**src/rtl/sales_tally.sv**
```systemverilog
// rtl/sales_tally.sv - per-channel sale counters and revenue total with show/clear FSM
// Define SALES_TALLY_SAT_EN to saturate tallies at all-ones instead of wrapping.
module sales_tally #(
    parameter int NCH     = 4,
    parameter int PRICE_W = 8,
    parameter int TOTAL_W = 16,
    parameter int CNT_W   = 8
) (
    input  logic                   clk,
    input  logic                   rst,
    input  logic                   sale_vld,
    input  logic [$clog2(NCH)-1:0] sale_ch,
    input  logic [PRICE_W-1:0]     sale_price,
    input  logic                   total,
    input  logic                   clr_req,
    input  logic [$clog2(NCH)-1:0] sel_ch,
    output logic                   total_out,
    output logic [TOTAL_W-1:0]     total_amt,
    output logic [CNT_W-1:0]       ch_cnt,
    output logic                   busy,
    output logic                   ovf,
    output logic                   drop
);
    localparam int CH_W  = $clog2(NCH);
    localparam int SUM_W = ((PRICE_W > TOTAL_W) ? PRICE_W : TOTAL_W) + 1;
    localparam logic [CH_W:0]   NCH_V   = (CH_W + 1)'(NCH);
    localparam logic [CH_W-1:0] LAST_CH = CH_W'(NCH - 1);

    typedef enum logic [1:0] {IDLE, SHOW, CLEAR} state_t;

    state_t             state_q, state_d;
    logic [CH_W-1:0]    clr_idx_q, clr_idx_d;
    logic [TOTAL_W-1:0] total_q, total_d;
    logic [CNT_W-1:0]   cnt_q [NCH];
    logic [CNT_W-1:0]   cnt_d [NCH];
    logic [CNT_W-1:0]   ch_cnt_q, ch_cnt_d;
    logic               ovf_q, ovf_d;
    logic               drop_q, drop_d;
    logic               total_out_q, busy_q;

    logic               clr_take, ch_ok, sale_take;
    logic [SUM_W-1:0]   sum;
    logic [CNT_W:0]     cnt_inc;

    always_comb begin
        clr_take  = clr_req && (state_q != CLEAR);
        ch_ok     = {1'b0, sale_ch} < NCH_V;
        sale_take = sale_vld && ch_ok && !clr_take && (state_q != CLEAR);
        sum       = SUM_W'(total_q) + SUM_W'(sale_price);
        cnt_inc   = {1'b0, cnt_q[sale_ch]} + 1'b1;

        state_d   = state_q;
        clr_idx_d = clr_idx_q;
        total_d   = total_q;
        ovf_d     = ovf_q;
        cnt_d     = cnt_q;
        drop_d    = sale_vld && !sale_take;
        ch_cnt_d  = ({1'b0, sel_ch} < NCH_V) ? cnt_q[sel_ch] : '0;

        case (state_q)
            CLEAR: begin
                cnt_d[clr_idx_q] = '0;
                clr_idx_d        = clr_idx_q + 1'b1;
                if (clr_idx_q == LAST_CH) begin
                    state_d   = IDLE;
                    clr_idx_d = '0;
                end
            end
            default: begin
                if (clr_take) begin
                    // total and ovf are zeroed on entry so the whole sweep reads clean.
                    state_d   = CLEAR;
                    clr_idx_d = '0;
                    total_d   = '0;
                    ovf_d     = 1'b0;
                end else begin
                    if (state_q == IDLE && total) begin
                        state_d = SHOW;
                    end else if (state_q == SHOW && !total) begin
                        state_d = IDLE;
                    end
                    if (sale_take) begin
                        total_d = sum[TOTAL_W-1:0];
                        if (sum[SUM_W-1:TOTAL_W] != '0) begin
                            ovf_d = 1'b1;
`ifdef SALES_TALLY_SAT_EN
                            total_d = '1;
`endif
                        end
                        cnt_d[sale_ch] = cnt_inc[CNT_W-1:0];
                        if (cnt_inc[CNT_W]) begin
                            ovf_d = 1'b1;
`ifdef SALES_TALLY_SAT_EN
                            cnt_d[sale_ch] = '1;
`endif
                        end
                    end
                end
            end
        endcase
    end

    always_ff @(posedge clk or posedge rst) begin
        if (rst) begin
            state_q     <= IDLE;
            clr_idx_q   <= '0;
            total_q     <= '0;
            for (int i = 0; i < NCH; i++) cnt_q[i] <= '0;
            ch_cnt_q    <= '0;
            ovf_q       <= 1'b0;
            drop_q      <= 1'b0;
            total_out_q <= 1'b0;
            busy_q      <= 1'b0;
        end else begin
            state_q     <= state_d;
            clr_idx_q   <= clr_idx_d;
            total_q     <= total_d;
            cnt_q       <= cnt_d;
            ch_cnt_q    <= ch_cnt_d;
            ovf_q       <= ovf_d;
            drop_q      <= drop_d;
            total_out_q <= (state_d == SHOW);
            busy_q      <= (state_d == CLEAR);
        end
    end

    assign total_out = total_out_q;
    assign total_amt = total_q;
    assign ch_cnt    = ch_cnt_q;
    assign busy      = busy_q;
    assign ovf       = ovf_q;
    assign drop      = drop_q;
endmodule
```
**config.mk**
```make
export PLATFORM = sky130hd
export DESIGN_NAME = sales_tally
export DESIGN_NICKNAME = d
export VERILOG_FILES = /design/src/rtl/sales_tally.sv
export SDC_FILE = /design/constraint.sdc
export NUM_CORES = 1
export LEC_CHECK = 0
export ABC_AREA = 1
export BUFFER_PORTS_ARGS = -buffer_cell sky130_fd_sc_hd__buf_4
export CORE_MARGIN = 4
export CORE_UTILIZATION = 40
export CTS_CLUSTER_DIAMETER = 40
export DETAILED_ROUTE_END_ITERATION = 6
export GPL_TIMING_DRIVEN = 0
export SLEW_MARGIN = 10
export SYNTH_ARGS = -nofsm -noshare
export SYNTH_HDL_FRONTEND = slang
export SYNTH_SLANG_ARGS = --single-unit
```
**constraint.sdc**
```tcl
create_clock -name clk -period 2.1 [get_ports clk]
set_input_delay 0.105 -clock clk [delete_from_list [all_inputs] [get_ports clk]]
set_output_delay 0.105 -clock clk [all_outputs]
set_load 0.02 [all_outputs]
```
Yosys cells after proc, flatten, opt, wreduce, memory -nomap -nowiden
Cells that the tools add are included.
{"block": "word_totals", "register_bits": 64, "input_bits": 17, "output_inout_bits": 28, "word_cells": 80}
{"block": "op_classes", "addsub": 3, "magnitude_cmp": 5, "eq_ne": 7, "mux": 28, "n_bitwise": 6, "reduce_logical": 19}
{"cell": "$mux 32", "count": 3}
{"cell": "$mux 8", "count": 6}
{"cell": "$and 32x32->32", "count": 1}
{"cell": "$bmux 8 s2", "count": 2}
{"cell": "$bwmux 32", "count": 1}
{"cell": "$demux 8 s2", "count": 2}
{"cell": "$mux 16", "count": 2}
{"cell": "$not 32->32", "count": 1}
{"cell": "$add 16x8->17", "count": 1}
{"cell": "$mux 2", "count": 8}
{"cell": "$add 8x1->9 const B", "count": 1}
{"cell": "$ge 3x3->1 const B", "count": 3}
{"cell": "$not 2->3", "count": 3}
{"cell": "$logic_and 1x1->1", "count": 8}
{"cell": "$eq 2x2->1 const B", "count": 3}
{"cell": "$lt 3x1->1 const B", "count": 2}
{"cell": "$reduce_bool 2->1", "count": 3}
{"cell": "$eq 2x1->1 const B", "count": 2}
{"cell": "$mux 1", "count": 4}
{"cell": "$reduce_and 2->1", "count": 2}
{"cell": "$logic_not 1->1", "count": 3}
{"cell": "$reduce_and 3->1", "count": 1}
{"cell": "$reduce_bool 3->1", "count": 1}
{"cell": "$add 2x1->2 const B", "count": 1}
{"cell": "4 further kinds", "count": 4}

Depth between registers and ports, before layout
Gate-level depths: netlist of the first run.
{"block": "logic_depth", "depth_word": 9, "mapped_depth": 12, "depth_no_buf": 12}

Least setup slack after synthesis of the first run
No wires, ideal clock.
{"block": "synth_path", "kind": "reg-to-reg", "from": "register total_q[0], in the netlist total_amt[0]", "to": "register total_q[12], in the netlist total_amt[12]", "setup_ns": 0.132, "t_arrival_ns": 1.797, "t_required_ns": 1.968, "path_slack_ns": 0.171, "path_stages_with_launch": 11, "n_path_buf": 0, "period_less_slack_ns": 1.929, "path_cell_list": "dfrtp_1 > ha_1 > inv_1 > fa_1 > inv_1 > nand3_1 > nand2_1 > nand3_1 > a21oi_1 > xnor2_1 > nor2_1"}
{"block": "synth_between", "elab_chain_cells": 3}
{"element": "start, declared", "line": "33", "source": "logic [TOTAL_W-1:0] total_q, total_d;"}
{"element": "start signal, assigned", "line": "117", "source": "total_q <= total_d;"}
{"element": "$add 16x8->17", "line": "49", "source": "sum = SUM_W'(total_q) + SUM_W'(sale_price);"}
{"element": "$mux 16", "line": "82", "source": "if (sale_take) begin"}
{"element": "$mux 16", "line": "70", "source": "if (clr_take) begin"}
Every way passes these cells. The select of a mux whose other input is x is not followed.
A chain may end at the register's enable or synchronous reset.

Worst setup path after layout of the first run
{"block": "layout_path", "from": "register total_q[0], in the netlist total_amt[0]", "to": "register total_q[14], in the netlist total_amt[14]"}
Same word-level chain as after synthesis.

==> results of run 1 <==
[logic make-up after synthesis]
kind of cell             after synthesis  synth area share (%)
XOR/XNOR                               2                 0.463
buffers and inverters                 65                  7.27
adder cells (fa/ha/maj)               14                  4.83
flip-flops                            64                  42.3
AND/OR/NAND/NOR                      277                  33.1
AO/OA/AOI/OAI                         82                  12.0
[cell usage after synthesis (2+ instances only)]
library cell	number
nand2_1	167
dfrtp_1	64
nor2_1	52
inv_1	48
o21ai_0	35
nand3_1	30
a21oi_1	16
ha_1	13
o22ai_1	12
inv_2	10
o21ai_1	10
nand2_2	9
nand2_4	8
buf_6	4
nor2_4	4
o21bai_1	3
clkbuf_1	2
nor2_2	2
nor2_8	2
xnor2_1	2
[power by group through the flow]
stage | clock network [mW] | logic, mW | registers [mW]
6_report | 1.28 | 1.52 | 1.53
5_1_grt | 1.37 | 1.74 | 1.56
4_1_cts | 1.32 | 1.52 | 1.53
3_5_place_dp | 0 | 1.51 | 1.55
3_3_place_gp | 0 | 1.49 | 1.56
2_1_floorplan | 0 | 0.894 | 1.65
[worst reg2reg max path: stages (launching register included)]
cell     delay [ns]
dfrtp_1        0.37
ha_2           0.20
inv_1          0.06
fa_1           0.35
inv_1          0.10
nand3_1        0.09
nand2_2        0.13
nand3_2        0.11
a21oi_4        0.20
nand2_1        0.06
o21ai_0        0.07
nand2_1        0.08
inv_1          0.05
[state kept, by name (all words and copies together) (netlist names)]
name       count
cnt_q         32
ch_cnt         8
clr_idx_q      2
state_q        2
total_out      1
busy           1
drop           1
total_amt     16
ovf            1
[per-layer routing]
metal,track usage [%],vias to the layer above,share of wire (%)
met1,24.4,1547,45
met5,0,-,0
met2,30.1,90,48
met4,6.37,0,1.1
li1,-,1728,-
met3,3.92,12,5.5
[worst max path at each step]
stage	from	to	depth (start not counted)
finish	total_amt[0]	total_amt[14]	12
global route	total_amt[0]	total_amt[14]	12
CTS	total_amt[0]	total_amt[14]	12
detailed placement	total_amt[0]	total_amt[14]	11
global placement	rst	total_out	2
floorplan	total_amt[0]	total_amt[12]	10
[per-stage QoR]
| step | cell area [um^2] | util [%] |
|---|---|---|
| 2_1_floorplan | 3780 | - |
| 3_3_place_gp | 4280 | 46.3 |
| 3_5_place_dp | 4300 | 46.5 |
| 4_1_cts | 4560 | 49.3 |
| 5_1_grt | 4590 | 49.6 |
| 6_report | 4590 | 49.6 |
[area by class of cell]
class / count / area (um^2) / area share, %
multi-input cells: 375 / 1930 / 42.2
well taps: 129 / 161 / 3.52
clock buffers: 9 / 124 / 2.70
inverters: 58 / 220 / 4.80
clock inverters: 7 / 110 / 2.40
flip-flops and latches: 64 / 1600 / 34.9
plain buffers: 7 / 57.6 / 1.26
repair buffers: 48 / 378 / 8.24
[repair_timing]
| item | CTS | global route |
|---|---|---|
| resized for setup | 1 | 5 |
| hold endpoints to repair | 32 | 0 |
| setup endpoints to repair | 2 | 4 |
| hold buffers | 2 | 0 |
| pin swaps | 0 | 1 |
| setup buffers | 0 | 1 |
==> metrics.cfg, run 1 <==
[run]
drv_cap=0

[sta]
rsz0062_at_grt=false
fin_ws_ns=0.169
finalHoldViolCount=0
worst_pin_slew_ns=0.644
fmaxAchievable_mhz=518
period_share_pct=92.0
fin_crit_ns=1.93
whs_ns=0.0455
fin_skew_ns=0.0142
setup_viol_count_final=0
setup_tns_ns=0
relSlewSlack_pct=57.1
slew_viol_final=0

[logic_synthesis]
yosysUniqueCellTypes=31
seq_area_frac_synth_pct=42.3
synth_nets=535
netlist_area_um2=3780
synthCells=504
synthArstFlopShare_pct=100
syn_avg_cell_area_um2=7.51
synth_top_cell_by_area=dfrtp_1
ys_warn_count=0
ys_ff_latch=64
yosysTopAreaCellShare_pct=42.3
dominantRegCellSynth=dfrtp_1
netlist_top_cells_area=dfrtp_1, nand2_1, nor2_1, inv_1, o21ai_0
synth_edf_count=0

[power]
power_mw=4.34
p_per_area_nw_per_um2=946
p_sw_mw=1.65
pwr-share-comb_pct=35.1
ir_worst_vdd_mv=0.441
p_int_mw=2.69
pwr-share-clk_pct=29.6
seq_power_share_pct=35.3
switching_share_pct=38.0
p_leak_nw=2.49

[clock_tree]
clock_latency_ns=0.35
clk_pin_slew_ns=0.07
cts.sinks=64
cts_buffer_depth=2
cts_tree=done
cts.htree.levels=3
root_buffer=clkbuf_8
tritoncts.num_buffers=9

[cells_and_area]
final_cell_mix=nand2_1, dfrtp_1, nor2_1
layout.cells.most_common=nand2_1
diodes=0
fillers=935
drive_gt1_share_pct=19.7
instances_no_fill=697
layout.nets=594
area_growth_pct=21.2

[routing]
num_vias=3377
drc=0
wire_per_inst_um=13.9
drt-total-wl_mm=9.71
vias_per_cell=4.85
first_pass_iters=6
dr.first_iter.drc_count=150
ant_nets=0

[place]
pre_cts_slack_ns=0.000132
dp_cells=678
io_buffers=44
dp.final_hpwl_mm=6.92
gp_congestion=0.784

[grt]
grt-ovfl-total=0
grt_start_max_net_pins=34
grt_antenna_before_repair=0
grt_pass1_vias=3392
grtUsageTotal_pct=18.5
grt_pass1_wl_mm=16.5

[floorplan]
die_h_um=105
start_util_pct=41.0
core_area_um2=9240
die_w_um=105
fp-row-count=35
ios=45
dieArea_um2=11100

[setup_path]
cp-end-kind=register
cp.arrival_ns=2.21
r2r-end=total_amt[14]
startpoint_type=register
reg2reg_depth=12
cp_num_buf_inv=3
reg2reg_slack_ns=0.17
path_class=reg -> reg
path_cells=ha_2 > inv_1 > fa_1 > inv_1 > nand3_1 > nand2_2 > nand3_2 > a21oi_4 > nand2_1 > o21ai_0 > nand2_1 > inv_1
regToRegStartpoint=total_amt[0]
worstPathMaxFanout=4
cpPeakStageDelay_ns=0.37
critPathSlowestCell=dfrtp_1
crit_required_ns=2.38
crit_path_frequent_cell=inv_1
cp_top_family=adder cells

[hold_path]
hold_end=drop
hold_path_depth=3
hold_path_class=in -> reg
hold_path_startpoint=clr_req

[outcome]
status=finished, final reports clean

No activity file was read; power rests on OpenSTA's default activity.
==> run 2: changes to the inputs <==
--- a/config.mk
+++ b/config.mk
@@ -12,6 +12,7 @@
 export CTS_CLUSTER_DIAMETER = 40
 export DETAILED_ROUTE_END_ITERATION = 6
 export GPL_TIMING_DRIVEN = 0
+export MAX_ROUTING_LAYER = met4
 export SLEW_MARGIN = 10
 export SYNTH_ARGS = -nofsm -noshare
 export SYNTH_HDL_FRONTEND = slang
==> metrics.cfg, run 2 (synthesis gave the netlist of run 1 again) <==
[outcome]
status=finished, final reports clean

[grt]
grtUsageTotal_pct=18.9  ; +0.43 points
grt_pass1_wl_mm=16.5  ; about the same
use_met3_pct=3.12  ; -0.80 points
grt_pass1_vias=3392  ; unchanged
grtUsageMet2_pct=30.1  ; -0.046 points
grt_busiest_layer=met2
grt-ovfl-total=0  ; unchanged
grt_start_max_net_pins=34  ; unchanged
gr-usage-met1_pct=24.7  ; +0.27 points
grt_antenna_before_repair=0  ; unchanged

[sta]
fin_skew_ns=0.0141  ; -0.0000535 ns
fin_crit_ns=1.93  ; +0.00178 ns
worst_pin_slew_ns=0.624  ; -0.0198 ns
period_share_pct=92.0  ; about the same
fmaxAchievable_mhz=517  ; about the same
whs_ns=0.0414  ; -0.00417 ns
slew_viol_final=0  ; unchanged
rsz0062_at_grt=false
finalHoldViolCount=0  ; unchanged
setup_viol_count_final=0  ; unchanged
relSlewSlack_pct=58.4  ; +1.3 points

[power]
seq_power_share_pct=35.3  ; about the same
p_leak_nw=2.49  ; unchanged
p_per_area_nw_per_um2=947  ; +0.12%
p_sw_mw=1.66  ; +0.32%
pwr-share-comb_pct=35.1  ; about the same
ir_worst_vdd_mv=0.441  ; about the same
power_mw=4.34  ; +0.12%
p_int_mw=2.69  ; about the same
switching_share_pct=38.1  ; +0.078 points
pwr-share-clk_pct=29.6  ; about the same

[setup_path]
crit_path_frequent_cell=inv_1
cpPeakStageDelay_ns=0.37  ; about the same
critPathSlowestCell=dfrtp_1
worstSetupEndpoint=total_amt[14]
r2r-end=total_amt[14]
worstPathMaxFanout=4  ; unchanged
cp-end-kind=register
path_cells=ha_2 > inv_1 > fa_1 > inv_1 > nand3_1 > nand2_2 > nand3_2 > a21oi_4 > nand2_1 > o21ai_0 > nand2_1 > inv_1
startpoint_type=register
crit_required_ns=2.39  ; about the same
reg2reg_slack_ns=0.17  ; about the same
regToRegStartpoint=total_amt[0]
crit_path_start=total_amt[0]
path_class=reg -> reg
reg2reg_depth=12  ; unchanged
cp.arrival_ns=2.22  ; about the same

[routing]
ant_nets=0  ; unchanged
vias_per_cell=4.88  ; +0.71%
num_vias=3401  ; +0.71%
drt-total-wl_mm=9.74  ; +0.35%
drc=0  ; unchanged
first_pass_iters=6  ; unchanged
dr.first_iter.drc_count=164  ; +9.3%
wire_per_inst_um=14.0  ; +0.35%

[cells_and_area]
layout.nets=594  ; unchanged
diodes=0  ; unchanged
area_growth_pct=21.2  ; unchanged
largest_register=cnt_q
layout.cells.most_common=nand2_1
multiInputGateArea_um2=1930  ; unchanged
drive_gt1_share_pct=19.7  ; unchanged
final_cell_mix=nand2_1, dfrtp_1, nor2_1
seqCellArea_um2=1600  ; unchanged
largest_reg_flops=32  ; unchanged
fillers=935  ; unchanged
instances_no_fill=697  ; unchanged

[place]
io_buffers=44  ; unchanged
dp.final_hpwl_mm=6.92  ; unchanged
gp_congestion=0.795  ; +1.4%
dp_cells=678  ; unchanged

[clock_tree]
clock_latency_ns=0.35  ; about the same
cts_buffer_depth=2  ; unchanged
cts.sinks=64  ; unchanged
cts.htree.levels=3  ; unchanged
clk_pin_slew_ns=0.07  ; about the same
root_buffer=clkbuf_8
cts_tree=done
tritoncts.num_buffers=9  ; unchanged

[hold_path]
hold_path_depth=3  ; unchanged
hold_path_class=in -> reg

[floorplan]
fp-row-count=35  ; unchanged
dieArea_um2=11100  ; unchanged
start_util_pct=41.0  ; unchanged
die_h_um=105  ; unchanged
die_w_um=105  ; unchanged
ios=45  ; unchanged
core_area_um2=9240  ; unchanged

[run]
drv_cap=0  ; unchanged

## run 2: how the worst min path moves through the flow
| stage | start | endpoint |
|---|---|---|
| floorplan | sale_vld | drop |
| global placement | sale_vld | drop |
| detailed placement | rst | ch_cnt[6] |
| CTS | clr_req | drop |
| global route | total | state_q[0] |
| finish | clr_req | drop |
## run 2: worst max-delay path, delay by kind of cell (launching register included)
family          cells  cell delay (ns)
fa+ha+maj           2             0.55
simple gates        5             0.47
flops               1             0.37
buf+inv             3             0.21
compound gates      2             0.28
## run 2: area by class of cell
| class | instances | area share [%] |
|---|---|---|
| buffer | 7 | 1.26 |
| clock buffer | 9 | 2.70 |
| clock inverter | 7 | 2.40 |
| inverter | 58 | 4.80 |
| multi-input combinational | 375 | 42.2 |
| sequential | 64 | 34.9 |
| tap | 129 | 3.52 |
| timing repair buffer | 48 | 8.24 |
## run 2: per-stage QoR
step	setup TNS (ns)	area, um^2	util [%]	worst slack [ns]
finish	0	4590	49.6	0.167
global route	0	4590	49.6	0.00142
CTS	0	4560	49.3	0.0523
detailed placement	0	4300	46.5	0.000132
global placement	-37.06	4280	46.3	-0.583
floorplan	0	3780	-	0.171
## run 2: routing by layer
metal,share of wire [%],vias up
met5,0,-
met4,2.2,0
met2,47,82
li1,-,1726
met3,4.8,22
met1,46,1571
## run 2: repair_timing
action / 4_1_cts / 5_1_grt
setup endpoints to repair: 2 / 4
pin swaps: 0 / 1
setup buffers: 0 / 1
resized for setup: 1 / 5
hold buffers: 2 / 0
endpoints found under the hold margin: 32 / 0
## run 2: power groups by stage
stage / clock [mW] / sequential (mW) / combinational (mW)
6_report: 1.29 / 1.53 / 1.52
5_1_grt: 1.37 / 1.56 / 1.73
4_1_cts: 1.32 / 1.53 / 1.52
3_5_place_dp: 0 / 1.55 / 1.51
3_3_place_gp: 0 / 1.56 / 1.49
2_1_floorplan: 0 / 1.65 / 0.894
